--- config.mk ---
export PLATFORM = sky130hd
export DESIGN_NAME = var_bw_mul_acc
export DESIGN_NICKNAME = d
export VERILOG_FILES = /design/src/rtl/var_bw_mul_acc.sv
export SDC_FILE = /design/constraint.sdc
export NUM_CORES = 1
export LEC_CHECK = 0
export ABC_CLOCK_PERIOD_IN_PS = 3640
export BUFFER_PORTS_ARGS = -buffer_cell sky130_fd_sc_hd__buf_2
export CAP_MARGIN = 15
export CORE_ASPECT_RATIO = 2
export CORE_UTILIZATION = 40
export DETAILED_ROUTE_END_ITERATION = 8
export PLACE_DENSITY = 0.62
export SLEW_MARGIN = 20
export SYNTH_ARGS = -nofsm -noshare
export SYNTH_HDL_FRONTEND = slang
export SYNTH_SLANG_ARGS = --single-unit
--- constraint.sdc ---
create_clock -name clk -period 3.64 [get_ports clk]
set_input_delay 0.364 -clock clk [delete_from_list [all_inputs] [get_ports clk]]
set_output_delay 0.364 -clock clk [all_outputs]
set_load 0.05 [all_outputs]
--- src/rtl/var_bw_mul_acc.sv ---
// Accumulator stage behind the variable bit-width multiplier.
// Optional saturation: define VAR_BW_ACC_SAT_EN (default wraps).
module var_bw_mul_acc #(
  parameter int CNT_W  = 8,
  parameter int LANE_W = 20
) (
  input  logic                  clk,
  input  logic                  rst_n,
  input  logic                  start,
  input  logic                  para_mode,
  input  logic [CNT_W-1:0]      len,
  input  logic [31:0]           p,
  input  logic                  p_valid,
  output logic                  p_ready,
  output logic [2*LANE_W-1:0]   res,
  output logic                  res_valid,
  input  logic                  res_ready,
  output logic                  res_ovf,
  output logic                  busy
);

  localparam int AW = 2 * LANE_W;

  typedef enum logic [1:0] {
    IDLE,
    ACCUM,
    DONE
  } state_t;

  state_t           state;
  logic             mode;
  logic [CNT_W-1:0] len_q;
  logic [CNT_W-1:0] count;
  logic [AW-1:0]    acc;
  logic             ovf;

  logic             xfer;
  logic [CNT_W-1:0] count_nx;
  logic             last;

  logic [AW:0]       full_sum;
  logic [LANE_W:0]   l0_sum;
  logic [LANE_W:0]   l1_sum;
  logic [AW-1:0]     full_new;
  logic [LANE_W-1:0] l0_new;
  logic [LANE_W-1:0] l1_new;
  logic              full_c;
  logic              l0_c;
  logic              l1_c;
  logic [AW-1:0]     acc_nx;
  logic              carry;

  assign xfer     = p_ready & p_valid;
  assign count_nx = count + CNT_W'(1);
  assign last     = (count_nx == len_q);

  // Carry-out of each candidate sum is kept as the extra top bit.
  assign full_sum = {1'b0, acc} + (AW+1)'(p);
  assign l0_sum   = {1'b0, acc[LANE_W-1:0]} + (LANE_W+1)'(p[15:0]);
  assign l1_sum   = {1'b0, acc[AW-1:LANE_W]} + (LANE_W+1)'(p[31:16]);

  assign full_c = full_sum[AW];
  assign l0_c   = l0_sum[LANE_W];
  assign l1_c   = l1_sum[LANE_W];

`ifdef VAR_BW_ACC_SAT_EN
  // A clamped sum stays all-ones: any further non-zero add carries again.
  assign full_new = full_c ? {AW{1'b1}} : full_sum[AW-1:0];
  assign l0_new   = l0_c ? {LANE_W{1'b1}} : l0_sum[LANE_W-1:0];
  assign l1_new   = l1_c ? {LANE_W{1'b1}} : l1_sum[LANE_W-1:0];
`else
  assign full_new = full_sum[AW-1:0];
  assign l0_new   = l0_sum[LANE_W-1:0];
  assign l1_new   = l1_sum[LANE_W-1:0];
`endif

  assign acc_nx = mode ? {l1_new, l0_new} : full_new;
  assign carry  = mode ? (l0_c | l1_c) : full_c;

  assign res     = acc;
  assign res_ovf = ovf;

  // Burst control, accumulation and registered handshake outputs.
  always_ff @(posedge clk or negedge rst_n) begin
    if (!rst_n) begin
      state     <= IDLE;
      mode      <= 1'b0;
      len_q     <= '0;
      count     <= '0;
      acc       <= '0;
      ovf       <= 1'b0;
      p_ready   <= 1'b0;
      res_valid <= 1'b0;
      busy      <= 1'b0;
    end else begin
      unique case (state)
        IDLE: begin
          if (start) begin
            mode  <= para_mode;
            len_q <= len;
            count <= '0;
            acc   <= '0;
            ovf   <= 1'b0;
            busy  <= 1'b1;
            if (len != '0) begin
              state   <= ACCUM;
              p_ready <= 1'b1;
            end else begin
              state     <= DONE;
              res_valid <= 1'b1;
            end
          end
        end
        ACCUM: begin
          if (xfer) begin
            acc   <= acc_nx;
            ovf   <= ovf | carry;
            count <= count_nx;
            if (last) begin
              state     <= DONE;
              p_ready   <= 1'b0;
              res_valid <= 1'b1;
            end
          end
        end
        DONE: begin
          if (res_ready) begin
            state     <= IDLE;
            res_valid <= 1'b0;
            busy      <= 1'b0;
          end
        end
        default: begin
          state     <= IDLE;
          p_ready   <= 1'b0;
          res_valid <= 1'b0;
          busy      <= 1'b0;
        end
      endcase
    end
  end

endmodule

==> results.json, run 1 <==
{
  "tns_ns": 0,
  "via_per_inst": 5.92,
  "routed_wirelength_mm": 15.3,
  "tightest_slew_ns": 0.860,
  "drv_slew": 0,
  "grt_antenna_before_repair": 1,
  "coreArea_sq_um": 13100,
  "pin_count": 90,
  "clk_pin_slew_ns": 0.06,
  "setup_viol_count_final": 0,
  "synth_top_area_cell": "dfrtp_1",
  "min_period_over_period_pct": 83.7,
  "drt_iter0_drc": 264,
  "synth_nets": 738,
  "p_leak_nw": 3.10,
  "netlist.area_leader.share_pct": 29.0,
  "ir_worst_vdd_mv": 0.546,
  "synth_area_sq_um": 5440,
  "grt_pass1_vias": 5207,
  "syn_avg_cell_area_sq_um": 8.48,
  "portBuffers": 89,
  "htreeDepth": 3,
  "drc": 9,
  "status": "finished with violations",
  "ys_warn_count": 0,
  "synth-edff-count": 0,
  "worstPathMaxFanout": 4,
  "tritoncts": "done",
  "hp-class": "input pin to asynchronous set/reset pin",
  "grt_remaining_overflow": 0,
  "relSlewSlack_pct": 41.2,
  "synth_most_common_cell": "nand2_1",
  "rows": 59,
  "nNetsFinal": 819,
  "async_flop_share_pct": 100,
  "num_vias": 5212,
  "die_h_um": 167,
  "drive_above_1_share_pct": 17.5,
  "grt_max_degree": 44,
  "fin_crit_ns": 3.05,
  "rsz0062_at_grt": "false",
  "postCtsSetupBuffers": 0,
  "fmax_mhz": 328,
  "cts_inserted_buffers": 9,
  "crit_path_start_kind": "register",
  "ys_ff_latch": 63,
  "drv_cap": 0,
  "cts_resized": 0,
  "final_core_util_pct": 48.3,
  "ctsLongestPathBuffers": 2,
  "clock_latency_ns": 0.34,
  "cts_sinks": 63,
  "end_kind": "register",
  "cp_data_arrival_time_ns": 3.27,
  "synthCells": 641,
  "path_class": "register to register",
  "ys.flop_type": "dfrtp_1",
  "dr.pass1.iters": 7,
  "skew_ns": 0.00844,
  "holdBufCountCts": 0,
  "p_per_area_nw_per_um2": 860,
  "synth_commonest_cells": "97 x nand2_1, 63 x dfrtp_1, 49 x ha_1",
  "grt_usage_pct": 22.4,
  "grt_pass1_wl_mm": 25.2,
  "ys_types": 73,
  "hpwl_mm": 11.7,
  "synth_area_leaders": "dfrtp_1 29%, ha_1 11%, nand2_1 6.7%",
  "root_buffer": "clkbuf_16",
  "dieArea_sq_um": 14100,
  "die_x_um": 84.4,
  "ant_nets": 0,
  "ys_seq_area_share_pct": 29.0,
  "hold_violations": 0,
  "wl_per_cell_um": 17.4,
  "start_util_pct": 41.4,
  "cp.required_ns": 3.86,
  "violations": "design-rule violations",
  "syn2layout_area_growth_pct": 16.7,
  "gp_congestion": 0.889
}
==> state kept, by name, indices dropped and copies added (netlist names) <==
name       flops
state          2
res_ovf        1
mode           1
len_q          8
res_valid      1
busy           1
count          8
res           40
p_ready        1
==> cells in the final DEF (no fill, tap or decap), types with 7 or more instances in the layout <==
cell	instances
a211o_1	7
a21oi_1	46
o21ai_0	40
nand2_1	97
o21ai_1	10
dfrtp_1	63
a211oi_1	8
ha_1	49
o221ai_1	9
clkbuf_16	9
nor3_1	8
nor2b_1	8
o31ai_1	8
nand2b_1	9
nor2_1	35
inv_1	15
buf_2	89
nand4_1	7
nand3_1	20
xnor2_1	25
xor2_1	29
nor4_1	7
a21o_1	21
==> layout make-up <==
class / count / area [sq um]
diodes: 1 / 2.50
flip-flops and latches: 63 / 1580
multi-input cells: 540 / 3700
inverters: 15 / 56.3
repair buffers: 93 / 475
clock buffers: 12 / 267
fillers: 1332 / 6790
clock inverters: 4 / 76.3
well taps: 152 / 190
==> logic make-up (layout without fill, tap and decap cells) <==
family                     after synthesis  in the layout  synth area share (%)
AOI/OAI and AO/OA                      211            211                  27.1
xor gates and xnor gates                54             54                  8.70
adders and majority gates               51             51                  12.0
buffers and inverters                   38            124                  2.95
DFF                                     63             63                  29.0
muxes                                    6              6                  1.13
other                                    0              1                     0
and+or+nand+nor                        218            218                  19.1
==> worst paths after layout <==
path | from | end | slack (ns) | cells after the start
setup reg to reg | res[0]$_DFFE_PN0P_ | res_ovf$_DFFE_PN0P_ | 0.59 | 9
setup / recovery | res[0]$_DFFE_PN0P_ | res_ovf$_DFFE_PN0P_ | 0.59 | 9
max in group asynchronous | rst_n | res[1]$_DFFE_PN0P_ | 2.58 | 2
hold / removal | rst_n | res[33]$_DFFE_PN0P_ | 0.12 | 1
min in group clk | len[5] | len_q[5]$_DFFE_PN0P_ | 0.23 | 3
hold reg to reg | res_valid$_DFFE_PN0P_ | res_valid$_DFFE_PN0P_ | 0.49 | 1
==> through the flow <==
stage | instances | cell area, sq um | setup slack (ns) | total power, mW | hold WS (ns)
6_report | 880 | 6350 | 0.593 | 5.46 | 0.120
2_1_floorplan | 641 | 5440 | 0.641 | 3.71 | 0.0684
4_1_cts | 879 | 6340 | 0.585 | 5.47 | 0.151
3_3_place_gp | 863 | 6000 | 0.566 | 4.41 | 0.481
5_1_grt | 880 | 6350 | 0.383 | 5.84 | 0.170
3_5_place_dp | 863 | 6000 | 0.529 | 4.45 | 0.479
==> critical path: stages, from the launching register on <==
cell and delay [ns]:
dfrtp_1 0.39, ha_1 0.22, fa_1 0.41, a21oi_1 0.29, o21ai_1 0.21, a211o_1 0.34, a221oi_2 0.40, o21ai_0 0.17
a221o_1 0.38, o311a_1 0.12
==> power by group <==
| part | internal, mW | switching (mW) | total, mW |
|---|---|---|---|
| clock network | 0.657 | 0.339 | 0.996 |
| logic | 1.12 | 2.10 | 3.21 |
| registers | 0.948 | 0.299 | 1.25 |
==> metal layers <==
metal	global-route usage, %	wire length (um)	up-vias
met4	10.2	531	0
met3	3.77	728	34
met5	0	0	-
met1	24.4	5920	2499
met2	41.6	8120	143
li1	-	-	2536
Note: power is estimated with default switching activity, not from simulation.
==> inputs of run 2 (changes only) <==
--- a/config.mk
+++ b/config.mk
@@ -5,7 +5,7 @@
 export SDC_FILE = /design/constraint.sdc
 export NUM_CORES = 1
 export LEC_CHECK = 0
-export ABC_CLOCK_PERIOD_IN_PS = 3640
+export ABC_CLOCK_PERIOD_IN_PS = 3100
 export BUFFER_PORTS_ARGS = -buffer_cell sky130_fd_sc_hd__buf_2
 export CAP_MARGIN = 15
 export CORE_ASPECT_RATIO = 2
==> constraint.sdc (replaced) <==
create_clock -name clk -period 3.1 [get_ports clk]
set_input_delay 0.31 -clock clk [delete_from_list [all_inputs] [get_ports clk]]
set_output_delay 0.31 -clock clk [all_outputs]
set_load 0.05 [all_outputs]
==> run 2 against run 1 <==
The run still ends with design-rule violations left. Final cell count increased by 0.68%. Die area unchanged. Global-route usage about the same. Via count increased by 0.92%. Core utilization decreased by 0.076 points. Hold slack improved by 0.046 ns. Critical path depth increased by 1. Clock-buffer cell count decreased by 1. Non-clock buffer count increased by 7. Setup slack got worse by 0.40 ns. Clock skew increased by 0.0033 ns. Register-to-register slack got worse by 0.40 ns. Largest cell class unchanged.
==> results.json, run 2 (same netlist as run 1, synthesis figures left out) <==
{
  "rr_endpoint": "res[28]$_DFFE_PN0P_",
  "status": "finished with violations",
  "ir_worst_vdd_mv": 0.652,
  "critPathMostFrequentCell": "o211ai_2",
  "violations": "design-rule violations",
  "fin_crit_ns": 2.91,
  "dieArea_sq_um": 14100,
  "n_antenna_cell": 0,
  "path_class": "register to register",
  "skew_ns": 0.0118,
  "die_h_um": 167,
  "tns_ns": 0,
  "layout_setup_ws_ns": 0.190,
  "htreeDepth": 3,
  "drive_above_1_share_pct": 18.3,
  "dr.pass1.iters": 7,
  "rsz0062_at_grt": "false",
  "rows": 59,
  "final_area_sq_um": 6340,
  "drc": 5,
  "worstPathMaxFanout": 4,
  "min_period_over_period_pct": 93.9,
  "reg2reg_slack_ns": 0.19,
  "clk_pin_slew_ns": 0.06,
  "r2r-start": "res[0]$_DFFE_PN0P_",
  "tritoncts": "done",
  "pin_count": 90,
  "grt_max_degree": 64,
  "largest_reg_flops": 40,
  "cpLargestDelayFamily": "compound AO/OA/AOI/OAI gates",
  "ant_nets": 0,
  "cp-startpoint": "res[0]$_DFFE_PN0P_",
  "grt_remaining_overflow": 0,
  "gp_congestion": 0.861,
  "cp_slowest_cell": "or4b_1",
  "hp-class": "input pin to asynchronous set/reset pin",
  "crit_path_max_incr_delay_ns": 0.47,
  "path_cells": "ha_1 > fa_1 > a21oi_1 > o211ai_2 > a31oi_4 > o211ai_2 > a31oi_2 > o31ai_1 > or4b_1 > nand3_1",
  "relSlewSlack_pct": 43.0,
  "root_buffer": "clkbuf_16",
  "coreArea_sq_um": 13100,
  "grt_pass1_vias": 5236,
  "cp_num_cells": 10,
  "hpwl_mm": 12.0,
  "drv_slew": 0,
  "start_util_pct": 41.4,
  "crit_end": "res[28]$_DFFE_PN0P_",
  "post_dp_cell_area_sq_um": 6050,
  "via_per_inst": 5.94,
  "clock_latency_ns": 0.34,
  "setup_viol_count_final": 0,
  "syn2layout_area_growth_pct": 16.5,
  "drt_iter0_drc": 224,
  "num_vias": 5260,
  "ctsLongestPathBuffers": 2,
  "crit_path_start_kind": "register",
  "cp_data_arrival_time_ns": 3.17,
  "final_common_cell": "nand2_1",
  "final_cell_mix": "97 x nand2_1, 89 x buf_2, 63 x dfrtp_1",
  "grt_pass1_wl_mm": 25.2,
  "grt_antenna_before_repair": 0,
  "path_buf_inv": 0,
  "cts_sinks": 63,
  "routed_wirelength_mm": 15.6,
  "wl_per_cell_um": 17.6,
  "post-place-ws_ns": 0.106,
  "reg2regPathDepth": 10,
  "nNetsFinal": 826,
  "p_leak_nw": 3.11,
  "p_per_area_nw_per_um2": 988,
  "tightest_slew_ns": 0.854,
  "die_x_um": 84.4,
  "cp.required_ns": 3.36,
  "grt_usage_pct": 22.4,
  "end_kind": "register",
  "cts_inserted_buffers": 9,
  "fmax_mhz": 344,
  "hold_violations": 0,
  "portBuffers": 89,
  "drv_cap": 0,
  "holdBufCountCts": 0
}
[run 2: worst min-delay path by stage]
stage,from,to,slack (ns)
floorplan,rst_n,busy$_DFFE_PN0P_,0.01
global placement,res_valid$_DFFE_PN0P_,res_valid$_DFFE_PN0P_,0.48
detailed placement,len_q[3]$_DFFE_PN0P_,len_q[3]$_DFFE_PN0P_,0.48
CTS,para_mode,mode$_DFFE_PN0P_,0.17
global route,len[5],len_q[5]$_DFFE_PN0P_,0.19
finish,rst_n,res[37]$_DFFE_PN0P_,0.17
[run 2: layer usage]
metal / wire length, um / GRT usage, % / vias up / part of all wire, %
li1: - / - / 2559 / -
met1: 5960 / 23.9 / 2551 / 38
met2: 8620 / 42.9 / 125 / 55
met3: 595 / 3.57 / 25 / 3.8
met4: 444 / 9.14 / 0 / 2.8
met5: 0 / 0 / - / 0
[run 2: repair_timing]
item                                    in CTS  in global routing
endpoints found under the hold margin        0                  0
resized for setup                            0                  2
endpoints found under the setup margin       0                  2
buffers inserted                             0                  0
[run 2: area by class of cell]
cell class              count  area, sq um
flip-flops and latches     63         1580
fillers                  1336         6800
clock inverters             5         33.8
well taps                 152          190
clock buffers              11          243
inverters                  15         56.3
multi-input cells         540         3710
repair buffers            100          528
[run 2: worst reg2reg max path: stages (launching register included)]
cell	delay (ns)
dfrtp_1	0.39
ha_1	0.23
fa_1	0.42
a21oi_1	0.28
o211ai_2	0.15
a31oi_4	0.30
o211ai_2	0.11
a31oi_2	0.26
o31ai_1	0.12
or4b_1	0.47
nand3_1	0.10
[run 2: stage by stage]
step	total power [mW]	hold WS, ns	util, %	cells
2_1_floorplan	4.36	0.0144	-	641
3_3_place_gp	5.24	0.480	46.1	870
3_5_place_dp	5.30	0.483	46.1	870
4_1_cts	6.29	0.168	48.2	886
5_1_grt	6.71	0.189	48.2	886
6_report	6.26	0.165	48.2	886
[run 2: report_power, final]
group / switching [mW] / internal (mW) / leakage (nW)
Sequential: 0.349 / 1.11 / 0.830
Combinational: 2.49 / 1.35 / 2.14
Clock: 0.393 / 0.561 / 0.132
Total: 3.23 / 3.03 / 3.11
